`src/rtl/fan_speed_governor.sv`:
```
// Temperature-driven fan speed selector with hysteresis, step dwell and a full-speed
// spin-up kick. Feeds the fan driver's enable and shared pwm/power speed code.
module fan_speed_governor #(
  parameter int unsigned TEMP_W    = 8,
  parameter int unsigned T_ON      = 40,
  parameter int unsigned T_50      = 50,
  parameter int unsigned T_75      = 60,
  parameter int unsigned T_100     = 70,
  parameter int unsigned HYST      = 3,
  parameter int unsigned DWELL_CYC = 1024,
  parameter int unsigned KICK_CYC  = 4096
) (
  input  logic              clk,
  input  logic              rst_n,
  input  logic              temp_valid,
  input  logic [TEMP_W-1:0] temp,
  input  logic              force_max,
  output logic              fan_switch,
  output logic [1:0]        speed_choice,
  output logic              kick_active
);

  localparam int unsigned CW = TEMP_W + 1;
  localparam int unsigned DW = (DWELL_CYC > 1) ? $clog2(DWELL_CYC) : 1;
  localparam int unsigned KW = (KICK_CYC > 1) ? $clog2(KICK_CYC) : 1;

  localparam logic [DW-1:0] DWELL_LOAD = DW'(DWELL_CYC - 1);
  localparam logic [KW-1:0] KICK_LOAD  = KW'(KICK_CYC - 1);

  localparam logic [CW-1:0] UP_ON  = CW'(T_ON);
  localparam logic [CW-1:0] UP_50  = CW'(T_50);
  localparam logic [CW-1:0] UP_75  = CW'(T_75);
  localparam logic [CW-1:0] UP_100 = CW'(T_100);

  // Falling thresholds saturate at zero for large hysteresis.
  localparam logic [CW-1:0] DN_ON  = (T_ON  > HYST) ? CW'(T_ON  - HYST) : '0;
  localparam logic [CW-1:0] DN_50  = (T_50  > HYST) ? CW'(T_50  - HYST) : '0;
  localparam logic [CW-1:0] DN_75  = (T_75  > HYST) ? CW'(T_75  - HYST) : '0;
  localparam logic [CW-1:0] DN_100 = (T_100 > HYST) ? CW'(T_100 - HYST) : '0;

  localparam logic [1:0] LVL_25  = 2'b00;
  localparam logic [1:0] LVL_100 = 2'b11;

  typedef enum logic [1:0] {StOff, StKick, StRun} state_e;

  state_e            state_q;
  logic [1:0]        level_q;
  logic [TEMP_W-1:0] temp_q;
  logic [DW-1:0]     dwell_q;
  logic [KW-1:0]     kick_cnt_q;

  logic [CW-1:0] temp_ext;
  logic [2:0]    up_cnt;
  logic [2:0]    dn_cnt;
  logic [2:0]    cur;
  logic          dwell_ok;
  logic [DW-1:0] dwell_dec;

  assign temp_ext  = {1'b0, temp_q};
  assign dwell_ok  = (dwell_q == '0);
  assign dwell_dec = dwell_ok ? '0 : dwell_q - DW'(1);
  // Level code equals speed code, so the running index is level + 1.
  assign cur       = (state_q == StRun) ? ({1'b0, level_q} + 3'd1) : 3'd0;

  always_comb begin
    up_cnt = '0;
    dn_cnt = '0;
    if (temp_ext >= UP_ON)  up_cnt = up_cnt + 3'd1;
    if (temp_ext >= UP_50)  up_cnt = up_cnt + 3'd1;
    if (temp_ext >= UP_75)  up_cnt = up_cnt + 3'd1;
    if (temp_ext >= UP_100) up_cnt = up_cnt + 3'd1;
    if (temp_ext >= DN_ON)  dn_cnt = dn_cnt + 3'd1;
    if (temp_ext >= DN_50)  dn_cnt = dn_cnt + 3'd1;
    if (temp_ext >= DN_75)  dn_cnt = dn_cnt + 3'd1;
    if (temp_ext >= DN_100) dn_cnt = dn_cnt + 3'd1;
  end

  always_ff @(posedge clk or negedge rst_n) begin
    if (!rst_n) begin
      state_q    <= StOff;
      level_q    <= LVL_25;
      temp_q     <= '0;
      dwell_q    <= '0;
      kick_cnt_q <= '0;
    end else begin
      if (temp_valid) temp_q <= temp;
      unique case (state_q)
        StOff: begin
          if (dwell_ok && (up_cnt != 3'd0)) begin
            state_q    <= StKick;
            kick_cnt_q <= KICK_LOAD;
            dwell_q    <= DWELL_LOAD;
          end else begin
            dwell_q <= dwell_dec;
          end
        end
        StKick: begin
          // Temperature and dwell are ignored until the kick completes.
          if (kick_cnt_q == '0) begin
            state_q <= StRun;
            level_q <= LVL_25;
            dwell_q <= DWELL_LOAD;
          end else begin
            kick_cnt_q <= kick_cnt_q - KW'(1);
            dwell_q    <= dwell_dec;
          end
        end
        StRun: begin
          if (dwell_ok && (up_cnt > cur) && (level_q != LVL_100)) begin
            level_q <= level_q + 2'd1;
            dwell_q <= DWELL_LOAD;
          end else if (dwell_ok && (dn_cnt < cur)) begin
            if (level_q == LVL_25) state_q <= StOff;
            else                   level_q <= level_q - 2'd1;
            dwell_q <= DWELL_LOAD;
          end else begin
            dwell_q <= dwell_dec;
          end
        end
        default: begin
          state_q <= StOff;
          dwell_q <= DWELL_LOAD;
        end
      endcase
    end
  end

  // Decode from registered state only; force_max overrides speed, not kick_active.
  always_comb begin
    fan_switch   = 1'b0;
    speed_choice = 2'b00;
    kick_active  = 1'b0;
    unique case (state_q)
      StKick: begin
        fan_switch   = 1'b1;
        speed_choice = 2'b11;
        kick_active  = 1'b1;
      end
      StRun: begin
        fan_switch   = 1'b1;
        speed_choice = level_q;
      end
      default: ;
    endcase
    if (force_max) begin
      fan_switch   = 1'b1;
      speed_choice = 2'b11;
    end
  end

endmodule

```
`config.mk`:
```
export PLATFORM = sky130hd
export DESIGN_NAME = fan_speed_governor
export DESIGN_NICKNAME = d
export VERILOG_FILES = /design/src/rtl/fan_speed_governor.sv
export SDC_FILE = /design/constraint.sdc
export NUM_CORES = 1
export LEC_CHECK = 0
export ABC_AREA = 1
export BUFFER_PORTS_ARGS = -buffer_cell sky130_fd_sc_hd__clkbuf_2
export CAP_MARGIN = 20
export CORE_MARGIN = 3
export CORE_UTILIZATION = 62
export DETAILED_ROUTE_END_ITERATION = 12
export PLACE_DENSITY_LB_ADDON = 0.12
export SLEW_MARGIN = 20
export SYNTH_ARGS = -nofsm -noshare
export SYNTH_HDL_FRONTEND = slang
export SYNTH_SLANG_ARGS = --single-unit
```
`constraint.sdc`:
```
create_clock -name clk -period 3.7 [get_ports clk]
set_clock_uncertainty 0.15 [all_clocks]
set_input_delay 0.74 -clock clk [delete_from_list [all_inputs] [get_ports clk]]
set_output_delay 0.74 -clock clk [all_outputs]
set_load 0.02 [all_outputs]
```
======== After elaboration in Yosys (flattened, before gate mapping) ========
Cells that the tools add are included.
Widths: inputs -> output; s select.
cells by class
  equal/unequal tests ..................... 11
  mux-type cells .......................... 34
  order comparisons ....................... 10
  $add $sub $neg .......................... 11
  reductions and logical operators ........ 15
operator list
  cell                   count
  $mux 10                5
  $ge 8x6->1 const B     6
  $pmux 10 s3            1
  $mux 12                2
  $pmux 12 s2            1
  $mux 3                 7
  $mux 2                 10
  $add 3x1->3 const B    6
  $ge 8x7->1 const B     2
  $logic_not 12->1       1
  $sub 12x1->12 const B  1
  $logic_not 10->1       1
  $ne 2x2->1 const B     5
  $sub 10x1->10 const B  1
  $pmux 2 s2             2
  $pmux 2 s3             1
  $mux 1                 5
  $reduce_and 5->1       1
  $logic_and 1x1->1      4
  $logic_not 2->1        2
  $ne 2x1->1 const B     2
  $reduce_and 4->1       1
  $reduce_bool 2->1      2
  $add 2x1->3 const B    1
  11 further kinds       11
storage, ports and cells
  bits in registers ....................... 34
  word-level logic and storage cells ...... 86
  output and inout bits ................... 4
  input bits .............................. 12

======== Longest topological paths before layout ========
  word-level depth ........................ 13
  depth in mapped cells ................... 23
  depth with buffers taken out ............ 23

======== Least setup slack after synthesis ========
No wires, ideal clock.
  kind .................................... reg-to-reg
  start point ............................. register temp_q[6]
  end point ............................... register state_q[1]
  arrival time ............................ 3,102 ps
  period minus slack after synthesis ...... 3,318 ps
  required time ........................... 3,484 ps
  cell stages (with the launch flop) ...... 24
  path slack .............................. 382 ps
  setup time .............................. 66 ps
  path buffers ............................ 0
  cell sequence ........................... dfrtp_1 nor2_4 nand2_2 a31oi_1 ha_1 inv_1 nand2_1 nand2_2 inv_2 ha_1 or2_1 nand2_1 inv_1 ha_1 nand2_1 o21ai_0 nand3b_1 nor2_1 nor2_1 nand3_1 nand2_1 nand3_1 nand2_1 nand2_1
between the ends
  longest elaborated chain between the ends .. 13
  elaborated cells between the ends (all ways) .. 33
  those cells by class .................... add/sub (6); order compare (10); eq/ne (3); mux (8); reduce/logical (6)
RTL lines
  element                              line  RTL
  start, declared                      48    logic [TEMP_W-1:0] temp_q;
  start signal, assigned               86    if (temp_valid) temp_q <= temp;
  $ge 8x6->1                           68    if (temp_ext >= UP_ON) up_cnt = up_cnt + 3'd1;
  $mux 1                               68
  $add 3x1->3                          69    if (temp_ext >= UP_50) up_cnt = up_cnt + 3'd1;
  $mux 3                               69
  $add 3x1->3                          70    if (temp_ext >= UP_75) up_cnt = up_cnt + 3'd1;
  $mux 3                               70
  $add 3x1->3                          71    if (temp_ext >= UP_100) up_cnt = up_cnt + 3'd1;
  $mux 3                               71
  $gt 3x3->1                           109   if (dwell_ok && (up_cnt > cur) && (level_q != LVL_100)) begin
  $logic_and 1x1->1 (2 in a row)       109
  $ne 2x2->1 (no source line)          -
  $reduce_and 5->1 (no source line) *  -
  end signal, assigned                 100   state_q <= StRun;
  end signal, assigned                 113   if (level_q == LVL_25) state_q <= StOff;
  end signal, assigned                 121   state_q <= StOff;
  end, declared                        46    state_e state_q;
Mark *: on every way between the ends. The rest lies on a longest branch, timed or not.
A chain may end at the register's enable or synchronous reset.

======== Worst setup path in the final report ========
  start point ............................. register temp_q[7]
  end point ............................... register state_q[1]
The elaborated chain is that of the path after synthesis.

==> results by stage <==
Outcome:
- The flow ran to the end, and the final reports show no timing, DRC or antenna violations.

Setup path:
- The worst setup path is launched from a register.
- By startpoint and endpoint, the worst setup path is classified as register to register.
- The endpoint of the worst-slack reg-to-reg timing path is state_q[1].
- Of all nets on the critical path, the largest fanout is 5.
- The critical path starts at temp_q[7].
- STA classifies the critical path endpoint as a register.
- The required time of the critical path is between 3 and 4 ns.
- The number of cell instances on the worst register-to-register path is 23.
- The data arrival time at the worst-slack endpoint is around 3.6 ns.
- The most critical setup path has its endpoint at state_q[1].
- In this run the critical register-to-register path is launched from temp_q[7].
- The setup slack of the most critical reg-to-reg path is between 0.2 and 0.25 ns.

Synth:
- For this run, the number of Yosys warnings is 0.
- The number of library cell types mapped by synthesis is 32.
- Counting flops with an async set or reset pin after synthesis yields a share of 100.0%.
- The main flop type after synthesis is sky130_fd_sc_hd__dfrtp_1.
- The number of synthesized register bits is 34.
- Synthesis produced a netlist with a net count of around 450.
- The number of instances in the synthesized netlist is around 430.
- In this run, synthesis inferred 0 flip-flops with an integrated enable.
- The portion of the post-synthesis area used by sequential elements is roughly 30%.
- After synthesis, the mean cell area works out to 6.650 sq um.
- The cell area that synthesis handed to floorplanning was between 0.002 and 0.003 sq mm.

CTS:
- Counting along the longest clock path gives a buffer depth of 2.
- At the later pin of the worst-skew pair, clock insertion delay measures 0.30 ns.
- Counting the buffers created by CTS gives 5.
- Clock-pin slew was measured on the worst setup and hold paths at approximately 0.070 ns.
- In this run the clock root is driven by a sky130_fd_sc_hd__clkbuf_8.
- The total number of H-tree levels is 2.
- For this design, the sink count on the clock tree is 34.
- TritonCTS built the clock tree.

GRT:
- For this run, the total global-route usage over all layers was measured as between 20% and 30%.
- The maximum number of pins on one net before global-route repair is 35.
- The total grt overflow is 0.
- The global-route wire length before repair is roughly 11000 um.
- The initial antenna violation count is 0.
- The via count of the first global-routing pass was about 2400.

Placed design:
- After detailed placement, the design holds a cell count of about 480.
- Prior to clock tree synthesis, the placed netlist has a worst setup slack of 0.06893 ns.
- The congestion estimate from routability-driven global placement came to 0.9167.
- The HPWL after detailed placement is around 4700 um.
- The number of input and output port buffers inserted is 15.

Die:
- The die is roughly 74 um wide.
- The count of boundary I/O pins is 16.
- The die outline height is 73.52 um.
- The floorplan core area is 0.004202 sq mm.
- The initial core utilization is around two thirds.
- The initialized floorplan defines 23 standard-cell rows.
- The die covers ~0.0054 sq mm.

Pwr:
- The internal power contribution is around 1.1 mW.
- Overall power consumption after layout is estimated at roughly 2.0 mW.
- The share of total power dissipated in the clock network is 16.9%.
- In this run the power spent charging and discharging nets is about 0.89 mW.
- Combinational logic burns 51.6% of the power.
- Registers are responsible for between 30% and 40% of the overall power.
- In this run switching power makes up approximately 45% of total power.
- The standby leakage power is around 1.6 nW.
- Power spread over the standard cell area amounts to about 650 mW/mm^2.
- The worst IR drop on VDD is 0.2697 mV.

Drt:
- The number of detailed-route iterations in the first pass is 5.
- The per-cell via count in the routed design is 5.573.
- Detailed routing inserted a total of roughly 2700 vias.
- After detailed routing, the average wire length per cell comes to around 13 um.
- In this run, the number of DRC markers left after iteration 0 of detailed routing was ~220.
- The detail route stage leaves a number of antenna-violating nets equal to 0.
- Summed over all layers, the routed wires come to ~6500 um.
- In the routed design, unresolved DRC markers number 0.

Cells and area:
- After filler insertion, the fill cell instance count of the layout stands at approximately 340.
- The finished layout holds around 500 standard cells, fillers aside.
- The post-route netlist has 16.29% of its cells at a drive strength greater than 1.
- 0 antenna diodes ended up in the layout.
- For this run, the post-layout net count is between 400 and 500.
- The signed area change from the synthesized netlist to the final layout is 8.677%.
- Cells fill between 70 and 80% of the core in the end.

Timing:
- The number of endpoints with negative hold slack in the final report is 0.
- The tightest hold path in the finished design has a slack of about 0.4 ns.
- The worst path in the final design needs a cycle of 3.493 ns, including I/O delays and setup.
- For this run, the top clock speed supported by timing is approximately 0.29 GHz.
- The number of failing setup endpoints in the final timing report is 0.
- The worst-case headroom to the max-slew limit is between 40% and 50%.
- The final number of max-transition violations is 0.
- Of the available clock period, the critical path in the final layout requires 94.40%.
- Across all setup checks in the final design, the least slack found is 0.2073 ns.
- The actual slew at the worst max-slew pin is 0.8872 ns.

Hold path:
- In this run the worst hold path is classified as input pin to asynchronous set/reset pin.

Job:
- The tool flagged a number of max-cap violations equal to 0.
-- worst min-delay path by stage --
stage / from / depth (start not counted) / end
after floorplan: rst_n / 0 / dwell_q[0]
after CTS: kick_cnt_q[0] / 3 / kick_cnt_q[0]
after global placement: kick_cnt_q[10] / 2 / kick_cnt_q[10]
after global routing: kick_cnt_q[0] / 3 / kick_cnt_q[0]
final: rst_n / 1 / kick_cnt_q[5]
after detailed placement: kick_cnt_q[10] / 2 / kick_cnt_q[10]
-- metal layers --
| metal | vias up | global-route usage, % | part of all wire [%] |
|---|---|---|---|
| li1 | 1394 | - | - |
| met1 | 1240 | 36.77 | 47 |
| met2 | 101 | 38.68 | 45 |
| met3 | 7 | 4.788 | 7.2 |
| met4 | 0 | 7.445 | 0.91 |
| met5 | - | 0 | 0 |
-- worst max-delay path, stage by stage, from the launching register on --
cell and delay [ns]:
sky130_fd_sc_hd__dfrtp_1 0.41, sky130_fd_sc_hd__nor2_4 0.21, sky130_fd_sc_hd__nand2_4 0.09, sky130_fd_sc_hd__a31oi_1 0.16
sky130_fd_sc_hd__ha_1 0.27, sky130_fd_sc_hd__inv_1 0.06, sky130_fd_sc_hd__nand2_1 0.06, sky130_fd_sc_hd__nand2_2 0.07
sky130_fd_sc_hd__inv_2 0.04, sky130_fd_sc_hd__ha_1 0.26, sky130_fd_sc_hd__or2_1 0.23, sky130_fd_sc_hd__nand2_2 0.09
sky130_fd_sc_hd__inv_1 0.05, sky130_fd_sc_hd__ha_1 0.28, sky130_fd_sc_hd__nand2_1 0.05, sky130_fd_sc_hd__o21ai_0 0.15
sky130_fd_sc_hd__nand3b_1 0.18, sky130_fd_sc_hd__nor2_4 0.17, sky130_fd_sc_hd__nor2_1 0.06, sky130_fd_sc_hd__nand3_1 0.08
sky130_fd_sc_hd__nand2_1 0.08, sky130_fd_sc_hd__nand3_1 0.11, sky130_fd_sc_hd__nand2_1 0.06, sky130_fd_sc_hd__nand2_1 0.06
-- state kept, by name (all words and copies together) (netlist names) --
| name | flops |
|---|---|
| temp_q | 8 |
| kick_cnt_q | 12 |
| state_q | 2 |
| level_q | 2 |
| dwell_q | 10 |
-- power by group through the flow --
stage                     logic, mW  clock network (mW)  registers, mW
after global routing           1.18               0.348          0.640
after floorplan               0.839                   0          0.599
after global placement        0.954                   0          0.622
final                          1.02               0.334          0.625
after CTS                      1.00               0.335          0.621
after detailed placement      0.991                   0          0.628
-- cells in the final DEF, fill, tap and decap left out, drive strengths merged --
cell type	count
or2	10
nor3b	1
o31ai	2
buf	4
nand2	135
a31oi	3
nor2	41
nor3	7
inv	58
nand3b	1
nand3	49
mux2	2
clkbuf	23
nand4	10
a21oi	14
o21ai	26
xor2	5
dfrtp	34
ha	17
-- area by class of cell --
cell class	count	area [sq um]	share of cell area [%]
Multi-Input combinational cell	323	1723	56.09
Tap cell	50	62.56	2.037
Clock buffer	8	110.1	3.585
Inverter	58	220.2	7.169
Sequential cell	34	850.8	27.70
Timing Repair Buffer	19	105.1	3.422
-- stage by stage --
step,TNS (ns),instance area (sq um)
6_report,0,3072
5_1_grt,-0.01293,3072
4_1_cts,0,3032
3_5_place_dp,0,2922
3_3_place_gp,0,2922
2_1_floorplan,0,2826
-- cells by family (layout without fill, tap and decap cells) --
family	Yosys count	in the layout	synth area share [%]
xor gates and xnor gates	5	5	1.549
muxes	2	2	0.7968
buffers and inverters	68	85	9.827
AOI/OAI and AO/OA	45	45	9.208
and+or+nand+nor	254	254	40.99
DFF	34	34	30.10
adders and majority gates	17	17	7.525
-- cells in the mapped netlist (7+ instances only) --
library cell                n  area, sq um
sky130_fd_sc_hd__nand3_1   46        230.2
sky130_fd_sc_hd__a21oi_1   14        70.07
sky130_fd_sc_hd__inv_1     52        195.2
sky130_fd_sc_hd__dfrtp_1   34        850.8
sky130_fd_sc_hd__or2_2      9        56.30
sky130_fd_sc_hd__nor3_1     7        35.03
sky130_fd_sc_hd__o21ai_2    7        61.31
sky130_fd_sc_hd__o21ai_0   14        70.07
sky130_fd_sc_hd__nor2_1    39        146.4
sky130_fd_sc_hd__ha_1      17        212.7
sky130_fd_sc_hd__nand4_1   10        62.56
sky130_fd_sc_hd__nand2_1  127        476.7
-- timing repair --
item,CTS,global route
setup buffers,0,2
hold buffers,0,0
endpoints found under the setup margin,0,14
gates resized for setup,0,9
No activity file was read; power rests on OpenSTA's default activity.
